--- src/rtl/atm_account_controller.sv ---
// Account transaction engine: one withdraw/deposit/inquiry at a time against the
// account-record RAM (read, check, write back, respond), fixed four-edge latency.
`timescale 1ns/1ps
module atm_account_controller #(
    parameter int FINAL_UP_LIMIT_WIDTH   = 15,
    parameter int AVAILABLE_CREDIT_WIDTH = 25,
    parameter int RAM_DATA_WIDTH         = FINAL_UP_LIMIT_WIDTH + AVAILABLE_CREDIT_WIDTH,
    parameter int RAM_MEM_SIZE           = 64,
    localparam int LW = FINAL_UP_LIMIT_WIDTH,
    localparam int CW = AVAILABLE_CREDIT_WIDTH,
    localparam int AW = $clog2(RAM_MEM_SIZE)
) (
    input  logic                      clk,
    input  logic                      rst_n,
    input  logic                      req_valid,
    output logic                      req_ready,
    input  logic [1:0]                req_op,
    input  logic [AW-1:0]             req_acct,
    input  logic [CW-1:0]             req_amount,
    output logic                      resp_valid,
    input  logic                      resp_ready,
    output logic [1:0]                resp_status,
    output logic [CW-1:0]             resp_balance,
    output logic                      ram_write_enable,
    output logic [AW-1:0]             ram_address,
    output logic [RAM_DATA_WIDTH-1:0] ram_data_in,
    input  logic [RAM_DATA_WIDTH-1:0] ram_data_out
);

    localparam logic [1:0] OP_WD = 2'b00, OP_DEP = 2'b01, OP_INQ = 2'b10;
    localparam logic [1:0] ST_OK = 2'b00, ST_INSUF = 2'b01, ST_OVER = 2'b10, ST_ERR = 2'b11;

    typedef enum logic [2:0] {S_IDLE, S_READ, S_CHECK, S_WRITE, S_RESP} state_t;

    state_t                    state_q, state_d;
    logic [1:0]                op_q;
    logic [AW-1:0]             acct_q;
    logic [CW-1:0]             amount_q;
    logic [RAM_DATA_WIDTH-1:0] rec_q;
    logic [1:0]                status_q;
    logic [CW-1:0]             new_credit_q;
    logic                      wr_ok;

    // Returns {status, credit after transaction}; rejected requests keep the stored credit.
    function automatic logic [CW+1:0] check_txn(input logic [1:0]    op,
                                                input logic [LW-1:0] limit,
                                                input logic [CW-1:0] credit,
                                                input logic [CW-1:0] amount);
        logic [CW:0] sum;
        sum       = {1'b0, credit} + {1'b0, amount};
        check_txn = {ST_ERR, credit};
        case (op)
            OP_WD: begin
                if (amount > CW'(limit))  check_txn = {ST_OVER, credit};
                else if (amount > credit) check_txn = {ST_INSUF, credit};
                else                      check_txn = {ST_OK, credit - amount};
            end
            OP_DEP: begin
                if (sum[CW]) check_txn = {ST_ERR, credit};
                else         check_txn = {ST_OK, sum[CW-1:0]};
            end
            OP_INQ:  check_txn = {ST_OK, credit};
            default: check_txn = {ST_ERR, credit};
        endcase
    endfunction

    always_ff @(posedge clk or negedge rst_n) begin
        if (!rst_n) state_q <= S_IDLE;
        else        state_q <= state_d;
    end

    // Datapath registers carry no reset; every output that exposes them is gated by state.
    always_ff @(posedge clk) begin
        if (state_q == S_IDLE && req_valid) begin
            op_q     <= req_op;
            acct_q   <= req_acct;
            amount_q <= req_amount;
        end
        if (state_q == S_READ) rec_q <= ram_data_out;
        if (state_q == S_CHECK)
            {status_q, new_credit_q} <= check_txn(op_q, rec_q[RAM_DATA_WIDTH-1:CW],
                                                  rec_q[CW-1:0], amount_q);
    end

    assign wr_ok = (status_q == ST_OK) && (op_q == OP_WD || op_q == OP_DEP);

    always_comb begin
        state_d          = state_q;
        req_ready        = 1'b0;
        resp_valid       = 1'b0;
        resp_status      = '0;
        resp_balance     = '0;
        ram_write_enable = 1'b0;
        ram_address      = '0;
        ram_data_in      = '0;
        case (state_q)
            S_IDLE: begin
                req_ready = 1'b1;
                if (req_valid) state_d = S_READ;
            end
            S_READ: begin
                ram_address = acct_q;
                state_d     = S_CHECK;
            end
            S_CHECK: state_d = S_WRITE;
            S_WRITE: begin
                ram_address      = acct_q;
                ram_write_enable = wr_ok;
                ram_data_in      = {rec_q[RAM_DATA_WIDTH-1:CW], new_credit_q};
                state_d          = S_RESP;
            end
            S_RESP: begin
                resp_valid   = 1'b1;
                resp_status  = status_q;
                resp_balance = new_credit_q;
                if (resp_ready) state_d = S_IDLE;
            end
            default: state_d = S_IDLE;
        endcase
    end

endmodule

--- config.mk ---
export PLATFORM = sky130hd
export DESIGN_NAME = atm_account_controller
export DESIGN_NICKNAME = d
export VERILOG_FILES = /design/src/rtl/atm_account_controller.sv
export SDC_FILE = /design/constraint.sdc
export NUM_CORES = 1
export LEC_CHECK = 0
export ABC_AREA = 1
export BUFFER_PORTS_ARGS = -buffer_cell sky130_fd_sc_hd__buf_2
export CORE_ASPECT_RATIO = 1.5
export CORE_MARGIN = 1
export CORE_UTILIZATION = 30
export CTS_CLUSTER_DIAMETER = 80
export CTS_CLUSTER_SIZE = 24
export DETAILED_ROUTE_END_ITERATION = 6
export PLACE_DENSITY = 0.46
export SYNTH_ARGS = -nofsm -noshare
export SYNTH_HDL_FRONTEND = slang
export SYNTH_SLANG_ARGS = --single-unit
--- constraint.sdc ---
create_clock -name clk -period 4.64 [get_ports clk]
set_input_delay 0.232 -clock clk [delete_from_list [all_inputs] [get_ports clk]]
set_output_delay 0.232 -clock clk [all_outputs]
set_load 0.01 [all_outputs]
Word level (Yosys, flattened, before mapping):

Index checks and enable logic that the tools add are counted.

* register bits after elaboration: 103
* input bits: 77
* output and inout port bits: 76
* logic and storage cells: 41

* add/subtract/negate cells: 2
* $lt $le $gt $ge: 2
* equality and inequality tests: 8
* muxes and demuxes: 14
* reductions and logical operators: 8

Operators with widths (number)
* 27-bit case mux with 3 select lines: 1
* 27-bit two-way mux: 2
* 40-bit two-way mux: 1
* 25-bit by 25-bit adder with 26-bit output: 1
* 26-bit two-way mux: 1
* 25-bit by 15-bit > comparator with 1-bit output: 1
* 25-bit > comparator: 1
* 25-bit two-way mux: 1
* 25-bit subtractor: 1
* 3-bit case mux with 5 select lines: 1
* 3-bit by 2-bit == test with 1-bit output (second input constant): 2
* 3-bit two-way mux: 2
* 6-bit two-way mux: 1
* 2-bit zero test: 2
* 2-bit inequality test (second input constant): 2
* 3-bit by 1-bit == test with 1-bit output (second input constant): 1
* 3-bit == test (second input constant): 1
* 3-bit zero test: 1
* 1-bit two-way mux: 3
* 2-bit by 1-bit == test with 1-bit output (second input constant): 1
* 2-bit == test (second input constant): 1
* 1-bit logical AND: 2
* 2-bit two-way mux: 1
* 2-bit AND reduction: 1
* other kinds (2): 2

Logic depth before layout (Yosys ltp):

Gate-level depths: netlist (run 1).

* depth in word-level cells: 4
* mapped depth: 17
* depth with buffers taken out: 17

Worst setup path after synthesis (run 1):

OpenSTA, ideal clock, no wires.

* path type: register -> register
* from: reg state_q[2]
* to: reg acct_q[0], enable pin
* setup time: 0.464 ns
* arrival: 2.793 ns
* data required time: 4.176 ns
* path slack: 1.383 ns
* cell stages (with the launch flop): 4
* cells stage by stage: dfrtp_1 -> nor2_1 -> inv_1 -> nor3_1

* word-level cells in the longest chain between the ends: 2

RTL lines
* start, declared: line 35 `state_t state_q, state_d;`
* start signal, assigned: line 69 `else state_q <= state_d;`
* 3-bit zero test: line 74 `if (state_q == S_IDLE && req_valid) begin`
* 1-bit logical AND: line 74
* end signal, assigned: line 76 `acct_q <= req_acct;`
* end, declared: line 37 `logic [AW-1:0] acct_q;`

Every way passes these cells.
A chain may end at the register's enable or synchronous reset.

Final worst setup path (run 1):

* from: reg amount_q[8]
* to: reg new_credit_q[16] (data pin)

* word-level cells in the longest chain between the ends: 4
* elaborated cells on any way between the ends: 8
* classes of those cells: add/sub: 2; order compare: 2; mux: 4

RTL lines
* start, declared: line 38 `logic [CW-1:0] amount_q;`
* start signal, assigned: line 77 `amount_q <= req_amount;`
* 25-bit subtractor / 25-bit > comparator (equally long branches): line 56, 55
* 26-bit two-way mux: line 55 `else if (amount > credit) check_txn = {ST_INSUF, credit};`
* 27-bit two-way mux: line 54 `if (amount > CW'(limit)) check_txn = {ST_OVER, credit};`
* 27-bit case mux with 3 select lines (*): line 52 `case (op)`
* end signal, assigned: line 81 `{status_q, new_credit_q} <= check_txn(op_q, rec_q[RAM_DATA_WIDTH-1:CW],`
* end, declared: line 41 `logic [CW-1:0] new_credit_q;`

Every way passes the cells marked *; elsewhere a longest branch is shown, timed or not.

==> reports/results.txt, run 1 <==
outcome = finished clean
cell leakage power = 5.34 nW
Post-synth EDFFs = 100
WP data required = 4.73 ns
drt pass-1 iters = 5
Yosys warnings = 0
Synth top cells by count = 359 x nand2_1, 229 x inv_1, 163 x nor2_1
count of cell types in the netlist = 37
routed wire length = 28.8 mm
vias in the first global route = 7952
clock power share = 12.8%
max-slew violations = 0
clock network latency to the later pin of the worst-skew pair = 0.38 ns
die height = 209 um
via count = 8062
Buffers on Ports = 152
Comb power frac = 58.9%
CP Class = reg -> reg
ys flop type = edfxtp_1
Final Total Pwr = 5.76 mW
largest cells by area after synthesis = edfxtp_1 35%, nand2_1 16%, inv_1 10%
Sequential Power Share = 28.4%
Clock Sinks = 103
largest net degree at the start of global routing = 42
Critical Path AT = 3.31 ns
post-CTS setup buffer count = 0
area occupied by multi-input gates = 0.00439 mm2
RSZ-0062 raised after global routing = no
Hold WC Path Type = in -> reg
FMAX = 311 MHz
Yosys top cell by area = edfxtp_1
Clock Tree Buf Depth = 2
Worst slew margin = 26.0%
count of final hold-check violations = 0
first-pass GRT wire length = 44.7 mm
total power per unit cell area = 583 mW/mm2
Mean Syn Cell Area = 6.90 um2
post-synth top area share = 35.1%
die area = 0.0292 mm2
Core Region = 0.0280 mm2
hold_ws = 0.0212 ns
routability congestion estimate from global placement = 0.944
final net count = 1519
Max Cap Violations = 0
Chip Width = 140 um
I/O Pins = 153
Final ANT Viol Nets = 0
CP Max Fanout = 22
Seq/Total Area, Yosys = 36.0%
Starting Density = 30.6%
First DRT Iteration DRCs = 615
Non-Filler Instances = 1726
site row count = 75
fraction of registers with async set/reset = 2.91%
Hold Path Origin = req_amount[0]
antenna violations before repair = 0
H-tree depth = 3
period utilization = 69.3%
placed cell count = 1709
Seq cells post-synth = 103
Setup crit start kind = flop
Via density = 4.67
internal power = 2.79 mW
Switching Share = 51.6%
area added between synthesis and finish = 15.5%
fin crit period = 3.21 ns
Setup TNS Final = 0 ns
Final HPWL DP = 23.6 mm
filler instances = 3070
most common cell in the synthesized netlist = nand2_1
syn_nets = 1383
ant diodes = 0
reg2reg start = amount_q[8]
Worst Setup SP = amount_q[8]
Root Driver = clkbuf_16
all-layer global routing usage = 20.5%
clk slew on worst S/H paths = 0.07 ns
CTS Buf Count = 9
Final setup viols = 0
DRC = 0
register area = 0.00308 mm2
CTS tree = yes
slew of the pin with the lowest slew margin = 1.11 ns
skew final = 0.00543 ns
VDD IR max = 213 uV
synthesized instance count = 1239
crit end category = flop
share of layout cells above drive strength 1 = 15.1%
Post-Syn Area = 0.00855 mm2
sw power = 2.97 mW
DR WL/cell = 16.7 um
GR Overflow Total = 0
[what timing repair did]
action                                 in CTS  in global routing
endpoints found under the hold margin       3                  0
gates resized for setup                     0                  0
hold buffers                                1                  0
[cells in the final DEF (no fill, tap or decap), types with 4 or more instances in the layout]
master,n
inv_1,229
nand2_2,7
nor2_2,4
xor2_1,17
o21ai_0,20
a21oi_1,50
nor3_1,6
nand3_1,130
inv_2,9
edfxtp_1,100
ha_1,65
nand2_1,358
buf_2,152
nand4_1,13
buf_4,6
clkbuf_16,9
nor2_1,161
a21oi_2,4
[stage by stage]
stage               utilization, %  setup WS, ns  cell area (um2)
global route                  35.3          1.15             9880
finish                        35.3          1.43             9880
floorplan                        -          1.38             8550
detailed placement            34.3          1.43             9600
global placement              34.3          1.38             9600
CTS                           35.3          1.42             9880
[layout make-up]
| type | count | share of cell area (%) |
|---|---|---|
| multi-input combinational | 863 | 44.4 |
| sequential | 103 | 31.1 |
| clock buffer | 9 | 2.28 |
| inverter | 239 | 9.08 |
| tap | 346 | 4.38 |
| timing repair buffer | 159 | 8.25 |
| clock inverter | 7 | 0.481 |
[state kept, by name, indices dropped and copies added, names as in the netlist]
signal and count:
rec_q 40, amount_q 25, new_credit_q 25, acct_q 6
state_q 3, op_q 2, status_q 2
[power groups by stage]
stage          clock [mW]  sequential, mW  combinational [mW]
2_1_floorplan           0            1.58                2.36
3_3_place_gp            0            1.66                3.41
3_5_place_dp            0            1.67                3.39
4_1_cts             0.763            1.65                3.40
5_1_grt             0.792            1.68                3.82
6_report            0.736            1.64                3.39
[cell families after synthesis]
| group | Yosys count | synth area share (%) |
|---|---|---|
| DFF | 103 | 36.0 |
| and+or+nand+nor | 696 | 34.1 |
| AOI/OAI and AO/OA | 83 | 5.27 |
| buffers and inverters | 273 | 13.0 |
| adders and majority gates | 67 | 9.98 |
| xor gates and xnor gates | 17 | 1.74 |
[path summary, 6_finish.rpt]
| kind | endpoint | slack [ns] | cells after the start |
|---|---|---|---|
| max | new_credit_q[16] | 1.43 | 14 |
| min | amount_q[0] | 0.02 | 1 |
| min in group asynchronous | state_q[2] | 0.17 | 2 |
| max in group asynchronous | state_q[1] | 4.36 | 2 |
| min reg2reg | new_credit_q[23] | 0.64 | 2 |
| max reg2reg | new_credit_q[16] | 1.43 | 14 |
[routing by layer]
| layer | track usage, % | vias up | share of wire [%] |
|---|---|---|---|
| met2 | 37.2 | 219 | 51 |
| met1 | 24.3 | 3652 | 43 |
| met4 | 9.32 | 0 | 3.3 |
| met5 | 0 | - | 0 |
| met3 | 1.74 | 41 | 2.7 |
| li1 | - | 4150 | - |
[critical path, stage by stage (launching register included)]
cell      delay (ns)
edfxtp_1        0.45
ha_1            0.33
nand2_1         0.06
inv_1           0.07
nand2_1         0.06
nor2_1          0.26
nand2_1         0.09
nand2_1         0.15
nand2_1         0.07
nand2_1         0.06
nand2_1         0.56
nand2_4         0.48
nand2_1         0.08
nand3_1         0.07
nand4_1         0.14
(Power assumes the default switching activity.)
==> run 2, diff against run 1 <==
clock period = 3 ns   (was 4.64 ns; I/O delays follow)
==> run 2 against run 1 <==
Net effect:
- sequential share of layout area is 2.8 points lower
- first-iteration DRC count decreased by 18%
- non-clock buffer count increased by 100
- combinational power is 62% higher
- die area unchanged
- cell count increased by 5.7%
- worst hold slack better by 0.078 ns
- sequential cell count stayed put
- sequential power increased by 51%
- global-route usage rose by 0.59 points
- cell area up 9.8%
- clock-buffer cell count rose by 2
==> reports/results.txt, run 2 (synthesized netlist as in run 1, its figures left out) <==
skew final = 0.00657 ns (was 0.00543 ns)
Top reg by flops = rec_q (unchanged)
GR Overflow Total = 0 (unchanged)
most common cell after layout, fill and taps aside = nand2_1 (unchanged)
drt pass-1 iters = 5 (unchanged)
VDD IR max = 380 uV (was 213 uV)
ant diodes = 0 (unchanged)
Root Driver = clkbuf_16 (unchanged)
DR WL/cell = 16.0 um (was 16.7 um)
max-slew violations = 0 (unchanged)
RSZ-0062 raised after global routing = no (unchanged)
Starting Density = 30.6% (unchanged)
antenna violations before repair = 0 (unchanged)
Final ANT Viol Nets = 0 (unchanged)
fin crit period = 2.74 ns (was 3.21 ns)
Final HPWL DP = 24.2 mm (was 23.6 mm)
all-layer global routing usage = 21.1% (was 20.5%)
Chip Width = 140 um (unchanged)
First DRT Iteration DRCs = 504 (was 615)
crit end category = flop (unchanged)
Clock Sinks = 103 (unchanged)
clock network latency to the later pin of the worst-skew pair = 0.37 ns (was 0.38 ns)
Buffers on Ports = 152 (unchanged)
Worst slew margin = 48.0% (was 26.0%)
CP Class = reg -> reg (unchanged)
Via density = 4.61 (was 4.67)
FMAX = 365 MHz (was 311 MHz)
count of final hold-check violations = 0 (unchanged)
Final setup viols = 0 (unchanged)
slowest CP cell = edfxtp_1 (was nand2_1)
critical path cell sequence = ha_2, nand2_1, nor2_1, nand3_1, nand3_2, nand2_1, nand3_4, nand3_1, nand2_2, inv_2, nand2_1, nand3_1 (was ha_1, nand2_1, inv_1, nand2_1, nor2_1, nand2_1, nand2_1, nand2_1, nand2_1, nand2_1, nand2_4, nand2_1, nand3_1, nand4_1)
die height = 209 um (unchanged)
vias in the first global route = 8614 (was 7952)
crit-path max cell delay = 0.54 ns (was 0.56 ns)
CTS Buf Count = 9 (unchanged)
Setup crit start kind = flop (unchanged)
share of layout cells above drive strength 1 = 15.8% (was 15.1%)
most frequent cells in the layout = 358 x nand2_1, 229 x inv_1, 161 x nor2_1 (unchanged)
site row count = 75 (unchanged)
period utilization = 91.4% (was 69.3%)
Critical Path AT = 2.85 ns (was 3.31 ns)
filler instances = 3004 (was 3070)
placed inst area = 0.00979 mm2 (was 0.00960 mm2)
routability congestion estimate from global placement = 0.934 (was 0.944)
via count = 8413 (was 8062)
total power per unit cell area = 848 mW/mm2 (was 583 mW/mm2)
clk slew on worst S/H paths = 0.07 ns (about the same)
largest net degree at the start of global routing = 39 (was 42)
Max Cap Violations = 0 (unchanged)
WP data required = 3.10 ns (was 4.73 ns)
CTS tree = yes (unchanged)
slew of the pin with the lowest slew margin = 0.777 ns (was 1.11 ns)
Hold WC Path Type = in -> async (was in -> reg)
cell leakage power = 5.78 nW (was 5.34 nW)
outcome = finished clean (unchanged)
die area = 0.0292 mm2 (unchanged)
H-tree depth = 3 (unchanged)
area added between synthesis and finish = 26.9% (was 15.5%)
hold_ws = 0.0990 ns (was 0.0212 ns)
final net count = 1619 (was 1519)
I/O Pins = 153 (unchanged)
Core Region = 0.0280 mm2 (unchanged)
DRC = 0 (unchanged)
first-pass GRT wire length = 46.5 mm (was 44.7 mm)
Layout Cell Area excl Fill = 0.0109 mm2 (was 0.00988 mm2)
Clock Tree Buf Depth = 2 (unchanged)
max reg flops = 40 (unchanged)
routed wire length = 29.2 mm (was 28.8 mm)
CP Max Fanout = 8 (was 22)
run 2: area by class of cell:
class	count	area (um2)	area share [%]
Inverter	239	897	8.26
Timing Repair Buffer	259	1750	16.1
Clock inverter	4	71.3	0.657
Multi-Input combinational cell	863	4390	40.5
Sequential cell	103	3080	28.3
Clock buffer	11	233	2.14
Tap cell	346	433	3.99
run 2: path summary, 6_finish.rpt:
kind	start	end	slack, ns	cells past startpoint
worst min-delay path	rst_n	state_q[2]	0.1	2
worst min register to register	rec_q[22]	new_credit_q[22]	0.61	2
max in group asynchronous	rst_n	state_q[1]	2.79	2
min in group clk	req_valid	state_q[0]	0.12	3
worst max register to register	rec_q[8]	new_credit_q[18]	0.26	12
worst max-delay path	rec_q[8]	new_credit_q[18]	0.26	12
run 2: layer usage:
metal / routed length [um] / vias to the layer above / global-route usage [%] / part of all wire [%]
met3: 893 / 55 / 2.96 / 3.1
met4: 1170 / 0 / 10.7 / 4.0
met1: 12100 / 3817 / 23.6 / 41
li1: - / 4353 / - / -
met2: 15100 / 188 / 38.5 / 52
met5: 0 / - / 0 / 0
run 2: critical path, delay by kind of cell (launching register included):
kind	cells	cell delay, ns
DFF	1	0.54
buffers and inverters	1	0.12
adders and majority gates	1	0.50
and+or+nand+nor	10	1.31
run 2: what timing repair did:
item | CTS | global route
buffers inserted | 0 | 1
setup endpoints to repair | 1 | 9
endpoints found under the hold margin | 77 | 0
gates resized for setup | 1 | 1
pin swaps | 0 | 1
hold buffers | 75 | 0
run 2: power by group:
part           switching [mW]  leakage, nW  internal [mW]
clock                   0.528        0.143          0.724
sequential              0.277        0.969           2.20
combinational            3.76         4.67           1.72
total                    4.56         5.78           4.65
run 2: per-stage QoR:
stage | total power [mW] | worst slack, ns | TNS [ns] | utilization, % | std cells
floorplan | 6.09 | 0.240 | 0 | - | 1239
global placement | 7.94 | -0.0759 | -0.141 | 35.0 | 1734
detailed placement | 7.93 | 0.00424 | 0 | 35.0 | 1734
CTS | 9.30 | 0.0199 | 0 | 38.8 | 1824
global route | 10.1 | 0.0465 | 0 | 38.8 | 1825
finish | 9.21 | 0.257 | 0 | 38.8 | 1825
